## src/rtl/uart_rx_frontend.sv

```systemverilog
// 8N1 UART receive front end: two-flop synchroniser, mid-bit sampling FSM,
// one-cycle byte/framing-error strobes and an inter-byte idle timeout.
module uart_rx_frontend #(
    parameter int CLKS_PER_BIT = 434,
    parameter int IDLE_BITS    = 20
) (
    input  logic       clk,
    input  logic       rst,
    input  logic       rx,
    output logic [7:0] data,
    output logic       valid,
    output logic       frame_err,
    output logic       timeout,
    output logic       busy
);

    localparam int HALF  = CLKS_PER_BIT / 2;
    localparam int CNT_W = $clog2(CLKS_PER_BIT + 1);

    localparam logic [CNT_W-1:0] CNT_ZERO = CNT_W'(0);
    localparam logic [CNT_W-1:0] CNT_ONE  = CNT_W'(1);
    localparam logic [CNT_W-1:0] HALF_M1  = CNT_W'(HALF - 1);
    localparam logic [CNT_W-1:0] BIT_M1   = CNT_W'(CLKS_PER_BIT - 1);
    localparam logic [23:0]      IDLE_M1  = 24'(IDLE_BITS * CLKS_PER_BIT - 1);

    typedef enum logic [2:0] {
        ST_IDLE      = 3'd0,
        ST_START     = 3'd1,
        ST_DATA      = 3'd2,
        ST_STOP      = 3'd3,
        ST_WAIT_HIGH = 3'd4
    } state_t;

    logic             sync1_r;
    logic             rx_s;
    state_t           state_r;
    state_t           state_n_s;
    logic [CNT_W-1:0] cnt_r;
    logic [CNT_W-1:0] cnt_n_s;
    logic [2:0]       bitn_r;
    logic [2:0]       bitn_n_s;
    logic [7:0]       shift_r;
    logic [7:0]       shift_n_s;
    logic [7:0]       data_n_s;
    logic             valid_n_s;
    logic             frame_err_n_s;
    logic             good_s;
    logic             armed_r;
    logic [23:0]      idle_cnt_r;

    // Two-flop synchroniser; idles high so reset cannot fake a start bit.
    always_ff @(posedge clk or posedge rst) begin
        if (rst) begin
            sync1_r <= 1'b1;
            rx_s    <= 1'b1;
        end else begin
            sync1_r <= rx;
            rx_s    <= sync1_r;
        end
    end

    // Next-state and strobe decode for the frame FSM.
    always_comb begin
        state_n_s     = state_r;
        cnt_n_s       = cnt_r;
        bitn_n_s      = bitn_r;
        shift_n_s     = shift_r;
        data_n_s      = data;
        valid_n_s     = 1'b0;
        frame_err_n_s = 1'b0;
        good_s        = 1'b0;
        case (state_r)
            ST_IDLE: begin
                cnt_n_s = CNT_ZERO;
                if (!rx_s) begin
                    state_n_s = ST_START;
                end else begin
                    state_n_s = ST_IDLE;
                end
            end
            ST_START: begin
                if (cnt_r == HALF_M1) begin
                    cnt_n_s  = CNT_ZERO;
                    bitn_n_s = 3'd0;
                    if (!rx_s) begin
                        state_n_s = ST_DATA;
                    end else begin
                        state_n_s = ST_IDLE;
                    end
                end else begin
                    cnt_n_s = cnt_r + CNT_ONE;
                end
            end
            ST_DATA: begin
                if (cnt_r == BIT_M1) begin
                    shift_n_s = {rx_s, shift_r[7:1]};
                    cnt_n_s   = CNT_ZERO;
                    bitn_n_s  = bitn_r + 3'd1;
                    if (bitn_r == 3'd7) begin
                        state_n_s = ST_STOP;
                    end else begin
                        state_n_s = ST_DATA;
                    end
                end else begin
                    cnt_n_s = cnt_r + CNT_ONE;
                end
            end
            ST_STOP: begin
                if (cnt_r == BIT_M1) begin
                    cnt_n_s = CNT_ZERO;
                    if (rx_s) begin
                        data_n_s  = shift_r;
                        valid_n_s = 1'b1;
                        good_s    = 1'b1;
                        state_n_s = ST_IDLE;
                    end else begin
                        frame_err_n_s = 1'b1;
                        state_n_s     = ST_WAIT_HIGH;
                    end
                end else begin
                    cnt_n_s = cnt_r + CNT_ONE;
                end
            end
            ST_WAIT_HIGH: begin
                // A held-low break must not re-trigger a start until the line recovers.
                if (rx_s) begin
                    state_n_s = ST_IDLE;
                end else begin
                    state_n_s = ST_WAIT_HIGH;
                end
            end
            default: begin
                state_n_s = ST_IDLE;
                cnt_n_s   = CNT_ZERO;
            end
        endcase
    end

    // FSM state, datapath and registered strobes.
    always_ff @(posedge clk or posedge rst) begin
        if (rst) begin
            state_r   <= ST_IDLE;
            cnt_r     <= CNT_ZERO;
            bitn_r    <= 3'd0;
            shift_r   <= 8'h00;
            data      <= 8'h00;
            valid     <= 1'b0;
            frame_err <= 1'b0;
            busy      <= 1'b0;
        end else begin
            state_r   <= state_n_s;
            cnt_r     <= cnt_n_s;
            bitn_r    <= bitn_n_s;
            shift_r   <= shift_n_s;
            data      <= data_n_s;
            valid     <= valid_n_s;
            frame_err <= frame_err_n_s;
            busy      <= (state_n_s != ST_IDLE);
        end
    end

    // Idle timer: armed by a good byte, counts only in IDLE, a start edge cancels it.
    always_ff @(posedge clk or posedge rst) begin
        if (rst) begin
            armed_r    <= 1'b0;
            idle_cnt_r <= 24'd0;
            timeout    <= 1'b0;
        end else begin
            timeout <= 1'b0;
            if (good_s) begin
                armed_r    <= 1'b1;
                idle_cnt_r <= 24'd0;
            end else if (state_r != ST_IDLE) begin
                idle_cnt_r <= 24'd0;
            end else if (!rx_s) begin
                armed_r    <= 1'b0;
                idle_cnt_r <= 24'd0;
            end else if (armed_r) begin
                if (idle_cnt_r == IDLE_M1) begin
                    timeout    <= 1'b1;
                    armed_r    <= 1'b0;
                    idle_cnt_r <= 24'd0;
                end else begin
                    idle_cnt_r <= idle_cnt_r + 24'd1;
                end
            end else begin
                idle_cnt_r <= 24'd0;
            end
        end
    end

endmodule

```

## config.mk

```make
export PLATFORM = sky130hd
export DESIGN_NAME = uart_rx_frontend
export DESIGN_NICKNAME = d
export VERILOG_FILES = /design/src/rtl/uart_rx_frontend.sv
export SDC_FILE = /design/constraint.sdc
export NUM_CORES = 1
export LEC_CHECK = 0
export ABC_CLOCK_PERIOD_IN_PS = 1800
export CORE_MARGIN = 4
export CORE_UTILIZATION = 40
export CTS_CLUSTER_DIAMETER = 200
export DETAILED_ROUTE_END_ITERATION = 8
export HOLD_SLACK_MARGIN = 0.1
export PLACE_DENSITY_LB_ADDON = 0.1
export SETUP_SLACK_MARGIN = 0.15
export SYNTH_ARGS = -nofsm -noshare
export SYNTH_HDL_FRONTEND = slang
export SYNTH_SLANG_ARGS = --single-unit
```

## constraint.sdc

```tcl
create_clock -name clk -period 1.8 [get_ports clk]
set_input_delay 0.36 -clock clk [delete_from_list [all_inputs] [get_ports clk]]
set_output_delay 0.36 -clock clk [all_outputs]
set_load 0.01 [all_outputs]
```

# Word level (Yosys, flattened, before mapping)
# Cells that the tools add are included.
[word_totals]
register_bits = 62
output_inout_bits = 12
inputBits = 3
elab_cells = 70
[classes]
n_reduce_logical = 8
n_mux = 35
add_sub_neg = 3
eq_ne = 11
[ops]
columns = ["operator", "count"]
rows = [
  ["$mux W24", 5],
  ["$pmux W9 S3", 1],
  ["$add A24 B1 Y24 const B", 1],
  ["$eq A24 B14 Y1 const B", 1],
  ["$mux W1", 18],
  ["$mux W3", 6],
  ["$mux W9", 2],
  ["$pmux W3 S5", 1],
  ["$add A9 B1 Y9 const B", 1],
  ["$eq A9 B8 Y1 const B", 1],
  ["$eq A9 B9 Y1 const B", 1],
  ["$eq A3 B2 Y1 const B", 2],
  ["$eq A3 B3 Y1 const B", 2],
  ["$ne A2 B2 Y1 const B", 3],
  ["$pmux W3 S2", 1],
  ["$reduce_and A3 Y1", 2],
  ["$reduce_bool A3 Y1", 2],
  ["$add A3 B1 Y3 const B", 1],
  ["$eq A3 B1 Y1 const B", 1],
  ["$logic_not A3 Y1", 1],
  ["$mux W2", 1],
  ["$reduce_and A2 Y1", 1],
  ["$reduce_bool A2 Y1", 1],
  ["$reduce_or A2 Y1", 1],
]

# Depth between registers and ports, before layout
# Gate-level depths: netlist of the first run.
[logic_depth]
ltp_word = 6
depth_mapped = 6
depth_no_buf = 6

# Least setup slack after synthesis of the first run
# Ideal clock, no wire load.
[synth_timing]
kind = "register -> register"
from = "register cnt_r[6]"
to = "register shift_r[0]"
path_slack_ps = 62
period_less_slack_ps = 1738
stages_incl_launch_ff = 7
setup_time_ps = 125
t_required_ps = 1675
arrival_ps = 1613
n_path_buf = 2
path_cell_list = "dfrtp_1 buf_6 and4bb_4 and3_4 and3_4 buf_12 mux2_4"
[synth_between]
elab_chain_len = 2
[synth_lines]
columns = ["item", "line_no", "text"]
rows = [
  ["start: declaration", "38", "logic [CNT_W-1:0] cnt_r;"],
  ["start signal: assignment", "152", "cnt_r <= cnt_n_s;"],
  ["$eq A9 B9 Y1", "95", "if (cnt_r == BIT_M1) begin"],
  ["$reduce_and A2 Y1 (no source line)", "n/a", ""],
  ["end signal: assignment", "154", "shift_r <= shift_n_s;"],
  ["end: declaration", "42", "logic [7:0] shift_r;"],
]
# No other way between the ends.
# A chain may end at the register's enable or synchronous reset.

# Final worst setup path of the first run
[layout_timing]
from = "register cnt_r[2]"
to = "register state_r[1]"
[layout_between]
elab_chain_len = 3
elab_cells_between_ends = 6
cone_classes = "eq/ne: 2; mux: 4"
[layout_lines]
columns = ["item", "line_no", "text"]
rows = [
  ["$eq A9 B9 Y1 or $eq A9 B8 Y1 (tied branches)", "95, 109, 82", ""],
  ["$mux W3, on equally long branches", "109, 82, 95", ""],
  ["$pmux W3 S5 (*)", "72", "case (state_r)"],
  ["net state_n_s[1]", "37", "state_t state_n_s;"],
  ["end signal: assignment", "151", "state_r <= state_n_s;"],
  ["end: declaration", "36", "state_t state_r;"],
]
# The timed path passes the listed nets; every way through them passes the cells marked *.

==> results of run 1 <==
[final cells by class]
cell class	count	share of cell area (%)
sequential	62	40.1
tap	99	3.19
inverter	9	0.967
multi-input combinational	200	39.4
timing repair buffer	53	11.8
clock buffer	9	3.19
clock inverter	7	1.29
[report_power, final]
part           switching (µW)  leakage, µW  internal (µW)
clock network             584    0.0000816            500
logic                    28.7     0.000717           9.40
registers                4.47     0.000834           1400
total                     617      0.00163           1910
[how the worst max path moves through the flow]
stage,start,cells past startpoint,endpoint,slack (ns)
final,cnt_r[2]$_DFFE_PP0P_,5,state_r[1]$_DFF_PP0_,0.13
after CTS,cnt_r[0]$_DFFE_PP0P_,6,state_r[1]$_DFF_PP0_,0.12
after global placement,cnt_r[1]$_DFFE_PP0P_,6,cnt_r[7]$_DFFE_PP0P_,0.08
after detailed placement,cnt_r[3]$_DFFE_PP0P_,4,shift_r[6]$_DFFE_PP0P_,0.08
after floorplan,cnt_r[6]$_DFFE_PP0P_,6,shift_r[0]$_DFFE_PP0P_,0.06
after global routing,cnt_r[1]$_DFFE_PP0P_,6,state_r[1]$_DFF_PP0_,0.05
[stage by stage]
stage / instances / area, µm²
finish: 439 / 3880
global placement: 406 / 3480
CTS: 426 / 3700
global route: 439 / 3880
floorplan: 285 / 3120
detailed placement: 406 / 3480
[layer usage]
metal,vias to the layer above,wire [µm],GRT usage [%]
met5,-,0,0
met4,0,115,6.43
met3,8,160,3.99
met2,33,3180,24.3
met1,1169,3290,22.3
li1,1152,-,-
[flip-flops by register name (all words and copies together) (netlist names)]
register,cells
data,8
frame_err,1
sync1_r,1
timeout,1
bitn_r,3
cnt_r,9
state_r,3
shift_r,8
idle_cnt_r,24
rx_s,1
armed_r,1
busy,1
valid,1
[Yosys cell counts, types with 3 or more instances]
cell type and instances:
a21oi_1 13, and3_1 6, and4_1 5, buf_2 6, clkbuf_1 3, dfrtp_1 60, ha_1 6, inv_1 9
mux2_2 10, mux2_4 7, nand2_1 19, nand3_1 11, nand4_1 15, nor2_1 19, nor3_1 4, nor4_1 5
o211ai_1 7, o21ai_0 15, o31ai_1 6, or3_1 6, or4_1 4, xnor2_1 3, xor2_1 9
[timing repair]
item | 4_1_cts | 5_1_grt
pin swaps | 3 | 8
setup endpoints to repair | 32 | 52
setup buffers | 3 | 13
gates cloned | 1 | 0
resized for setup | 5 | 22
[critical path, stage by stage, from the launching register on]
cell	delay (ns)
dfrtp_1	0.41
and3b_2	0.30
buf_4	0.15
and3_4	0.18
or4b_1	0.42
a21oi_1	0.13
[kinds of logic (layout without fill, tap and decap cells)]
kind of cell    Yosys count  after routing  share of synthesized area, %
simple gates            111            112                          21.5
fa+ha+maj                 6              6                          2.41
flops                    62             62                          49.8
compound gates           50             50                          10.1
xor+xnor                 12             12                          3.37
buf+inv                  24             78                          4.41
mux                      20             20                          8.34
==> run metrics, run 1 <==
Synth Register Bits 62; die span in y 96.3 µm; Unique masters post-synth 52; fin nets 344; # IOs 15; sequential area share after synthesis 49.8%; worst hold slack 0.358 ns; Max VDD drop 0.000339 V; Cell Pwr Density 650 nW/µm²; Worst-Skew Late Latency 0.34 ns; pin count of the biggest net entering global routing 63; worst slack, placed 0.0755 ns; WS Path Type reg2reg; DRC Markers 0; number of flops mapped to enable cells by yosys 0; cell taking the most area after synthesis dfrtp_1; cts hold-fix bufs 0; core footprint 7410 µm²; share of the synthesized area in the top cell type 48.1%; post-route ant nets 0; sequential cell area 1560 µm²; overall power 2520 µW; final setup fails 0; Post-DP HPWL 4370 µm; total CTS buffers 9; Final Skew 0.0135 ns; FP Rows 31; synthesized area 3120 µm²; commonest non-fill, non-tap cell in the layout dfrtp_1; worst reg-to-reg path cell count 5; YS warnings 0; Die ar. 9270 µm²; number of hold violations in the final report 0; worst path arrival time 1.93 ns; Gate Count Post-Synth 285; drt pass-1 iters 4; Fin Setup TNS 0 ns; via count 2,362; Syn Nets 294; CTS Sinks 62; gr ovfl total 0; vias in the first global route 2,338; Root Driver clkbuf_8; Filler cells 672; synth top area cells dfrtp_1 (48%), mux2_2 (3.6%), mux2_4 (3.4%), nand4_1 (3.0%), xor2_1 (2.5%); Hold/Removal Path Class reg2reg; max-cap violations 0; most frequent cells in the layout dfrtp_1 (57), buf_4 (37), nand2_1 (19), nor2_1 (19), nand4_1 (15); RSZ-0062 raised after global routing true; Max Fclk 0.600 GHz; initial antenna violation count 0; reg-to-reg endpoint state_r[1]$_DFF_PP0_; asr flop ratio synth 100%; Slew headroom 75.0%; crit path max fanout 5; r2r startpoint cnt_r[2]$_DFFE_PP0P_; Avg Inst Size Synth 10.9 µm²; Leakage 0.00163 µW; clock buffer depth 2; Hold Crit Endpoint rx_s$_DFF_PP1_; routed length per instance 15.4 µm; post-layout util 52.4%; first-pass GRT wire length 11,400 µm; Final Cycle Share 92.6%; Via density 5.38; final setup margin 0.132 ns; clk slew on worst S/H paths 0.07 ns; PortBufs 14; Hold Path Origin sync1_r$_DFF_PP1_; Startpoint Class flip-flop; Global Route Usage Sum 16.2%; Final Slew Violations 0; Inserted Diodes 0; Final Wtd Congestion 0.831; Worst setup EP type flip-flop; crit path time final 1.67 ns; Initial DRC Count 134; Starting Density 42.1%; TritonCTS clock tree done; Die Width 96.3 µm; R2R setup slack 0.13 ns; status finished, final reports clean; worst-margin pin slew 0.374 ns; Worst Path Required 2.06 ns; share of layout cells above drive strength 1 31.5%; area of the multi-input gates 1530 µm²; H-tree levels 3; Hold Path Cell Cnt 0; routed wire length 6750 µm; Primary FF master, synth dfrtp_1; synthesis-to-layout area growth 24.4%
(Power assumes the default switching activity.)
==> run 2: changes to the inputs <==
- PLACE_DENSITY: default -> 0.63
- PLACE_DENSITY_LB_ADDON: 0.1 -> default
- REMOVE_ABC_BUFFERS: default -> 1
==> run 2 against run 1 <==
Compared with the run above: register-to-register slack worse by 0.05 ns; non-clock buffer count decreased by 10; core utilization down 0.25 points; critical path depth increased by 1; sequential cell count unchanged; global-route usage fell by 0.24 points; die area is the same; clock power increased by 44%; largest power group is now clock; highest routed layer unchanged.
==> run metrics, run 2 (same netlist as run 1, synthesis figures left out) <==
final setup fails 0 (unchanged); Die Width 96.3 µm (unchanged); H-tree levels 3 (unchanged); share of layout cells above drive strength 1 28.1% (was 31.5%); core footprint 7410 µm² (unchanged); CP bufs+invs 1 (unchanged); PortBufs 14 (unchanged); RSZ-0062 raised after global routing true (unchanged); Root Driver clkbuf_8 (unchanged); total CTS buffers 9 (unchanged); crit path time final 1.72 ns (was 1.67 ns); TritonCTS clock tree done (unchanged); worst hold slack 0.300 ns (was 0.358 ns); slowest stage delay, CP 0.45 ns (was 0.42 ns); Initial DRC Count 90 (was 134); routed length per instance 15.9 µm (was 15.4 µm); Max VDD drop 0.000453 V (was 0.000339 V); Global Route Usage Sum 15.9% (was 16.2%); max-cap violations 0 (unchanged); Post-DP HPWL 4460 µm (was 4370 µm); Worst-Skew Late Latency 0.35 ns (was 0.34 ns); area of the multi-input gates 1500 µm² (was 1530 µm²); Startpoint Class flip-flop (unchanged); Filler cells 658 (was 672); Worst Path Required 2.07 ns (was 2.06 ns); status finished, final reports clean (unchanged); commonest non-fill, non-tap cell in the layout dfrtp_1 (unchanged); Via density 5.50 (was 5.38); Leakage 0.00174 µW (was 0.00163 µW); Worst setup EP type flip-flop (unchanged); Critical-path top delay cell or4b_1 (unchanged); Slew headroom 72.7% (was 75.0%); clock buffer depth 2 (unchanged); post-route ant nets 0 (unchanged); Starting Density 42.1% (unchanged); Hold/Removal Path Class in2async (was reg2reg); drt pass-1 iters 4 (unchanged); synthesis-to-layout area growth 23.8% (was 24.4%); worst-margin pin slew 0.408 ns (was 0.374 ns); most frequent cells in the layout dfrtp_1 (58), buf_4 (27), nand2_1 (19) (was dfrtp_1 (57), buf_4 (37), nand2_1 (19), nor2_1 (19), nand4_1 (15)); FP Rows 31 (unchanged); crit path max fanout 3 (was 5); # IOs 15 (unchanged); Cell Pwr Density 778 nW/µm² (was 650 nW/µm²); cts hold-fix bufs 0 (unchanged); worst path arrival time 1.99 ns (was 1.93 ns); critical path, cell by cell inv_1 > ha_1 > and4bb_2 > and3_1 > or4b_1 > a21oi_2 (was and3b_2 > buf_4 > and3_4 > or4b_1 > a21oi_1); post-layout util 52.1% (was 52.4%); number of hold violations in the final report 0 (unchanged); pin count of the biggest net entering global routing 31 (was 63); sequential cell area 1560 µm² (about the same); die span in y 96.3 µm (unchanged); Final Skew 0.00970 ns (was 0.0135 ns); CTS Sinks 62 (unchanged); max reg flops 24 (unchanged); gr ovfl total 0 (unchanged); via count 2,365 (was 2,362); Final Wtd Congestion 0.840 (was 0.831); final setup margin 0.0832 ns (was 0.132 ns); fin nets 335 (was 344); DRC Markers 0 (unchanged); Top delay family on crit path simple AND/OR/NAND/NOR gates (unchanged); biggest regs idle_cnt_r (24), cnt_r (9) (unchanged); Die ar. 9270 µm² (unchanged); first-pass GRT wire length 11,300 µm (was 11,400 µm); Final Cycle Share 95.4% (was 92.6%); Inserted Diodes 0 (unchanged); Final Slew Violations 0 (unchanged); clk slew on worst S/H paths 0.08 ns (was 0.07 ns); vias in the first global route 2,230 (was 2,338); Max Fclk 0.582 GHz (was 0.600 GHz); worst slack, placed 0.0680 ns (was 0.0755 ns); initial antenna violation count 0 (unchanged); routed wire length 6820 µm (was 6750 µm); WS Path Type reg2reg (unchanged); Reg with most FFs idle_cnt_r (unchanged)
-- run 2: changes by cell type in the layout (fill, tap and decap cells not counted), moves of 2 or more --
cell | previous run | this run
o21ai_1 | 4 | 2
and3_4 | 5 | 3
bufinv_16 | 0 | 3
dlymetal6s2s_1 | 0 | 5
clkdlybuf4s50_1 | 14 | 9
clkinvlp_4 | 4 | 0
inv_6 | 1 | 3
o21ai_0 | 11 | 14
clkinv_2 | 2 | 0
buf_4 | 37 | 27
-- run 2: repair_timing --
action,4_1_cts,5_1_grt
endpoints found under the setup margin,27,58
pin swaps,2,3
gates cloned,1,1
setup buffers,5,3
gates resized for setup,2,20
-- run 2: layout make-up --
type / count / area share [%]
clock buffer: 9 / 3.21
clock inverter: 7 / 3.30
inverter: 9 / 0.875
multi-input combinational: 201 / 38.9
sequential: 62 / 40.3
tap: 99 / 3.21
timing repair buffer: 43 / 10.2
-- run 2: layer usage --
layer / GRT usage, % / routed length, µm / vias up
met5: 0 / 0 / -
met4: 3.97 / 61 / 0
met3: 5.32 / 267 / 6
met2: 22.7 / 3120 / 38
met1: 23.2 / 3370 / 1171
li1: - / - / 1150
-- run 2: where the power goes --
part | switching, µW | internal [µW]
clock network | 616 | 944
registers | 5.26 | 1400
logic | 28.9 | 13.3
total | 650 | 2350
-- run 2: final timing paths --
| check | endpoint | startpoint | slack [ns] | cells after the start |
|---|---|---|---|---|
| worst min-delay path | cnt_r[6]$_DFFE_PP0P_ | rst | 0.30 | 2 |
| worst min register to register | rx_s$_DFF_PP1_ | sync1_r$_DFF_PP1_ | 0.36 | 0 |
| max in group asynchronous | rx_s$_DFF_PP1_ | rst | 1.00 | 3 |
| worst max register to register | state_r[1]$_DFF_PP0_ | cnt_r[0]$_DFFE_PP0P_ | 0.08 | 6 |
| worst max-delay path | state_r[1]$_DFF_PP0_ | cnt_r[0]$_DFFE_PP0P_ | 0.08 | 6 |
| min in group clk | rx_s$_DFF_PP1_ | sync1_r$_DFF_PP1_ | 0.36 | 0 |
-- run 2: stage by stage --
| step | instance area (µm²) | cells | setup TNS, ns | power (µW) |
|---|---|---|---|---|
| floorplan | 3020 | 270 | -5.89 | 1450 |
| global placement | 3460 | 404 | 0 | 1470 |
| detailed placement | 3460 | 404 | 0 | 1470 |
| CTS | 3770 | 426 | 0 | 3030 |
| global route | 3860 | 430 | 0 | 3120 |
| finish | 3860 | 430 | 0 | 3000 |
-- run 2: worst reg2reg max path: stages (launching register included) --
cell	delay (ns)
dfrtp_1	0.42
inv_1	0.08
ha_1	0.13
and4bb_2	0.26
and3_1	0.17
or4b_1	0.45
a21oi_2	0.13
==> run 3: changes to the inputs <==
- ABC_AREA: default -> 1
- ABC_CLOCK_PERIOD_IN_PS: 1800 -> 1450
- clock period: 1.8 -> 1.45 ns (I/O delays scaled with it)
==> run 3 against run 2 <==
Compared with the run above: the run now ends with setup timing left; sequential cell count did not move; total power grew 8.6%; largest cell class is now multi-input combinational cells; sequential power increased by 24%; critical endpoint is now busy$_DFF_PP0_; clock skew decreased by 0.00054 ns; non-clock buffer count increased by 45; area after synthesis rose by 5.6%.
==> run metrics, run 3 <==
Initial DRC Count 136 (was 90); WS Path Type reg2reg (unchanged); core footprint 7850 µm² (was 7410 µm²); share of layout cells above drive strength 1 47.3% (was 28.1%); max-cap violations 0 (unchanged); Final Cycle Share 110% (was 95.4%); DRC Markers 0 (unchanged); clk slew on worst S/H paths 0.08 ns (about the same); Worst setup EP type flip-flop (unchanged); Max Fclk 0.630 GHz (was 0.582 GHz); Gate Count Post-Synth 429 (was 285); final instance area 5020 µm² (was 3860 µm²); Filler cells 626 (was 658); r2r startpoint cnt_r[1]$_DFFE_PP0P_ (was cnt_r[0]$_DFFE_PP0P_); max reg flops 24 (unchanged); Post-DP HPWL 5710 µm (was 4460 µm); worst path arrival time 1.87 ns (was 1.99 ns); biggest regs idle_cnt_r (24), cnt_r (9) (unchanged); post-route ant nets 0 (unchanged); routed wire length 9090 µm (was 6820 µm); worst-margin pin slew 0.439 ns (was 0.408 ns); synthesized area 3290 µm² (was 3120 µm²); Final Skew 0.00916 ns (was 0.00970 ns); crit path from cnt_r[1]$_DFFE_PP0P_ (was cnt_r[0]$_DFFE_PP0P_); FP Rows 32 (was 31); Primary FF master, synth dfrtp_1 (unchanged); initial antenna violation count 0 (unchanged); metal2 WL 4770 µm (was 3120 µm); cts hold-fix bufs 0 (unchanged); Synth Register Bits 62 (unchanged); CTS Sinks 62 (unchanged); Reg with most FFs idle_cnt_r (unchanged); drt pass-1 iters 4 (unchanged); final setup fails 40 (was 0); status complete, but fails checks (was finished, final reports clean); Die Width 98.7 µm (was 96.3 µm); Final Wtd Congestion 0.913 (was 0.840); Post-Place Cell Area 3920 µm² (was 3460 µm²); Cell Pwr Density 650 nW/µm² (was 778 nW/µm²); Final Slew Violations 0 (unchanged); sequential area share after synthesis 47.2% (was 49.8%); fin nets 535 (was 335); Max VDD drop 0.000558 V (was 0.000453 V); Inserted Diodes 0 (unchanged); RSZ-0062 raised after global routing true (unchanged); share of the synthesized area in the top cell type 45.6% (was 48.1%); most common cell in the synthesized netlist nand2_1 (was dfrtp_1); die span in y 98.7 µm (was 96.3 µm); violated checks setup timing; pin count of the biggest net entering global routing 23 (was 31); Global Route Usage Sum 18.9% (was 15.9%); final setup margin -0.138 ns (was 0.0832 ns); post-layout util 64.0% (was 52.1%); Fin Setup TNS -2.42 ns (was 0 ns); Slew headroom 70.5% (was 72.7%); WL met3 364 µm (was 267 µm); top cells by count, synth nand2_1 (112), nor2_1 (84), dfrtp_1 (60) (was dfrtp_1 (60), nand2_1 (19), nor2_1 (19)); most frequent cells in the layout nand2_1 (77), buf_4 (55), dfrtp_1 (51) (was dfrtp_1 (58), buf_4 (27), nand2_1 (19)); sequential cell area 1570 µm² (was 1560 µm²); Unique masters post-synth 26 (was 52); Via density 5.05 (was 5.50); H-tree levels 3 (unchanged); crit path time final 1.59 ns (was 1.72 ns); cell taking the most area after synthesis dfrtp_1 (unchanged); Root Driver clkbuf_8 (unchanged); Avg Inst Size Synth 7.68 µm² (was 10.9 µm²); vias in the first global route 3,157 (was 2,230); Startpoint Class flip-flop (unchanged); Worst Path Required 1.74 ns (was 2.07 ns); first-pass GRT wire length 14,800 µm (was 11,300 µm); synthesis-to-layout area growth 52.5% (was 23.8%); overall power 3260 µW (was 3000 µW); number of flops mapped to enable cells by yosys 0 (unchanged); Leakage 0.00216 µW (was 0.00174 µW); area of the multi-input gates 2140 µm² (was 1500 µm²); PortBufs 14 (unchanged); Routed met1 length 3770 µm (was 3370 µm); total CTS buffers 9 (unchanged); Starting Density 42.0% (was 42.1%); commonest non-fill, non-tap cell in the layout nand2_1 (was dfrtp_1); asr flop ratio synth 100% (unchanged); clock buffer depth 2 (unchanged); via count 3,199 (was 2,365); YS warnings 0 (unchanged); Die ar. 9750 µm² (was 9270 µm²); gr ovfl total 0 (unchanged); TritonCTS clock tree done (unchanged); Hold/Removal Path Class in2async (unchanged); synth top area cells dfrtp_1 (46%), nand2_1 (13%), nor2_1 (9.6%), inv_1 (5.4%), nand3_1 (4.4%) (was dfrtp_1 (48%), mux2_2 (3.6%), mux2_4 (3.4%), nand4_1 (3.0%), xor2_1 (2.5%)); crit path max fanout 3 (unchanged); number of hold violations in the final report 0 (unchanged); # IOs 15 (unchanged); Worst-Skew Late Latency 0.34 ns (was 0.35 ns); DR top layer met4 (unchanged); routed length per instance 14.4 µm (was 15.9 µm)
## run 3: final timing paths
| check | end | slack [ns] | cells past startpoint |
|---|---|---|---|
| min in group clk | sync1_r$_DFF_PP1_ | 0.35 | 1 |
| max reg2reg | busy$_DFF_PP0_ | -0.14 | 11 |
| max in group asynchronous | sync1_r$_DFF_PP1_ | 0.76 | 3 |
| min reg2reg | rx_s$_DFF_PP1_ | 0.37 | 0 |
| min | data[1]$_DFFE_PP0P_ | 0.21 | 2 |
| max | busy$_DFF_PP0_ | -0.14 | 11 |
## run 3: power breakdown
| group | switching (µW) | total [µW] | internal (µW) | leakage (µW) |
|---|---|---|---|---|
| Sequential | 1.36 | 1730 | 1730 | 0.000824 |
| Clock | 735 | 1460 | 728 | 0.0000926 |
| Combinational | 44.7 | 64.7 | 20.0 | 0.00125 |
| Total | 781 | 3260 | 2480 | 0.00216 |
## run 3: cell type report
cell class	count	area share [%]
Tap cell	102	2.54
Multi-Input combinational cell	314	42.7
Clock inverter	5	0.822
Clock buffer	11	3.02
Inverter	51	3.81
Timing Repair Buffer	88	15.9
Sequential cell	62	31.2
## run 3: stage by stage
stage	hold WS (ns)	std cells	setup slack, ns
final	0.205	633	-0.138
after global placement	0.358	587	-0.0822
after CTS	0.189	625	-0.0458
after global routing	0.206	633	-0.212
after detailed placement	0.357	587	-0.106
after floorplan	0.294	425	-0.378
## run 3: layer usage
metal	global-route usage, %	up-vias
met5	0	-
met4	6.62	0
met3	5.02	20
met2	31.9	90
met1	23.5	1545
li1	-	1544
## run 3: worst max-delay path, stage by stage (launching register included)
cell	delay, ns
dfrtp_1	0.39
inv_2	0.09
buf_4	0.12
ha_4	0.12
inv_2	0.03
nor2_2	0.11
nand3_2	0.14
buf_6	0.15
buf_4	0.12
nor2_1	0.11
nor2_1	0.07
nand3_1	0.08
## run 3: cell families after synthesis
group | Yosys count | share of synthesized area (%)
compound gates | 33 | 5.93
xor+xnor | 14 | 3.72
fa+ha+maj | 6 | 2.28
buf+inv | 55 | 7.07
flops | 62 | 47.2
simple gates | 259 | 33.8
## run 3: timing repair
item / in CTS / in global routing
buffers inserted: 19 / 8
gates resized for setup: 149 / 79
setup endpoints to repair: 72 / 69
pin swaps: 43 / 28
gates cloned: 3 / 0
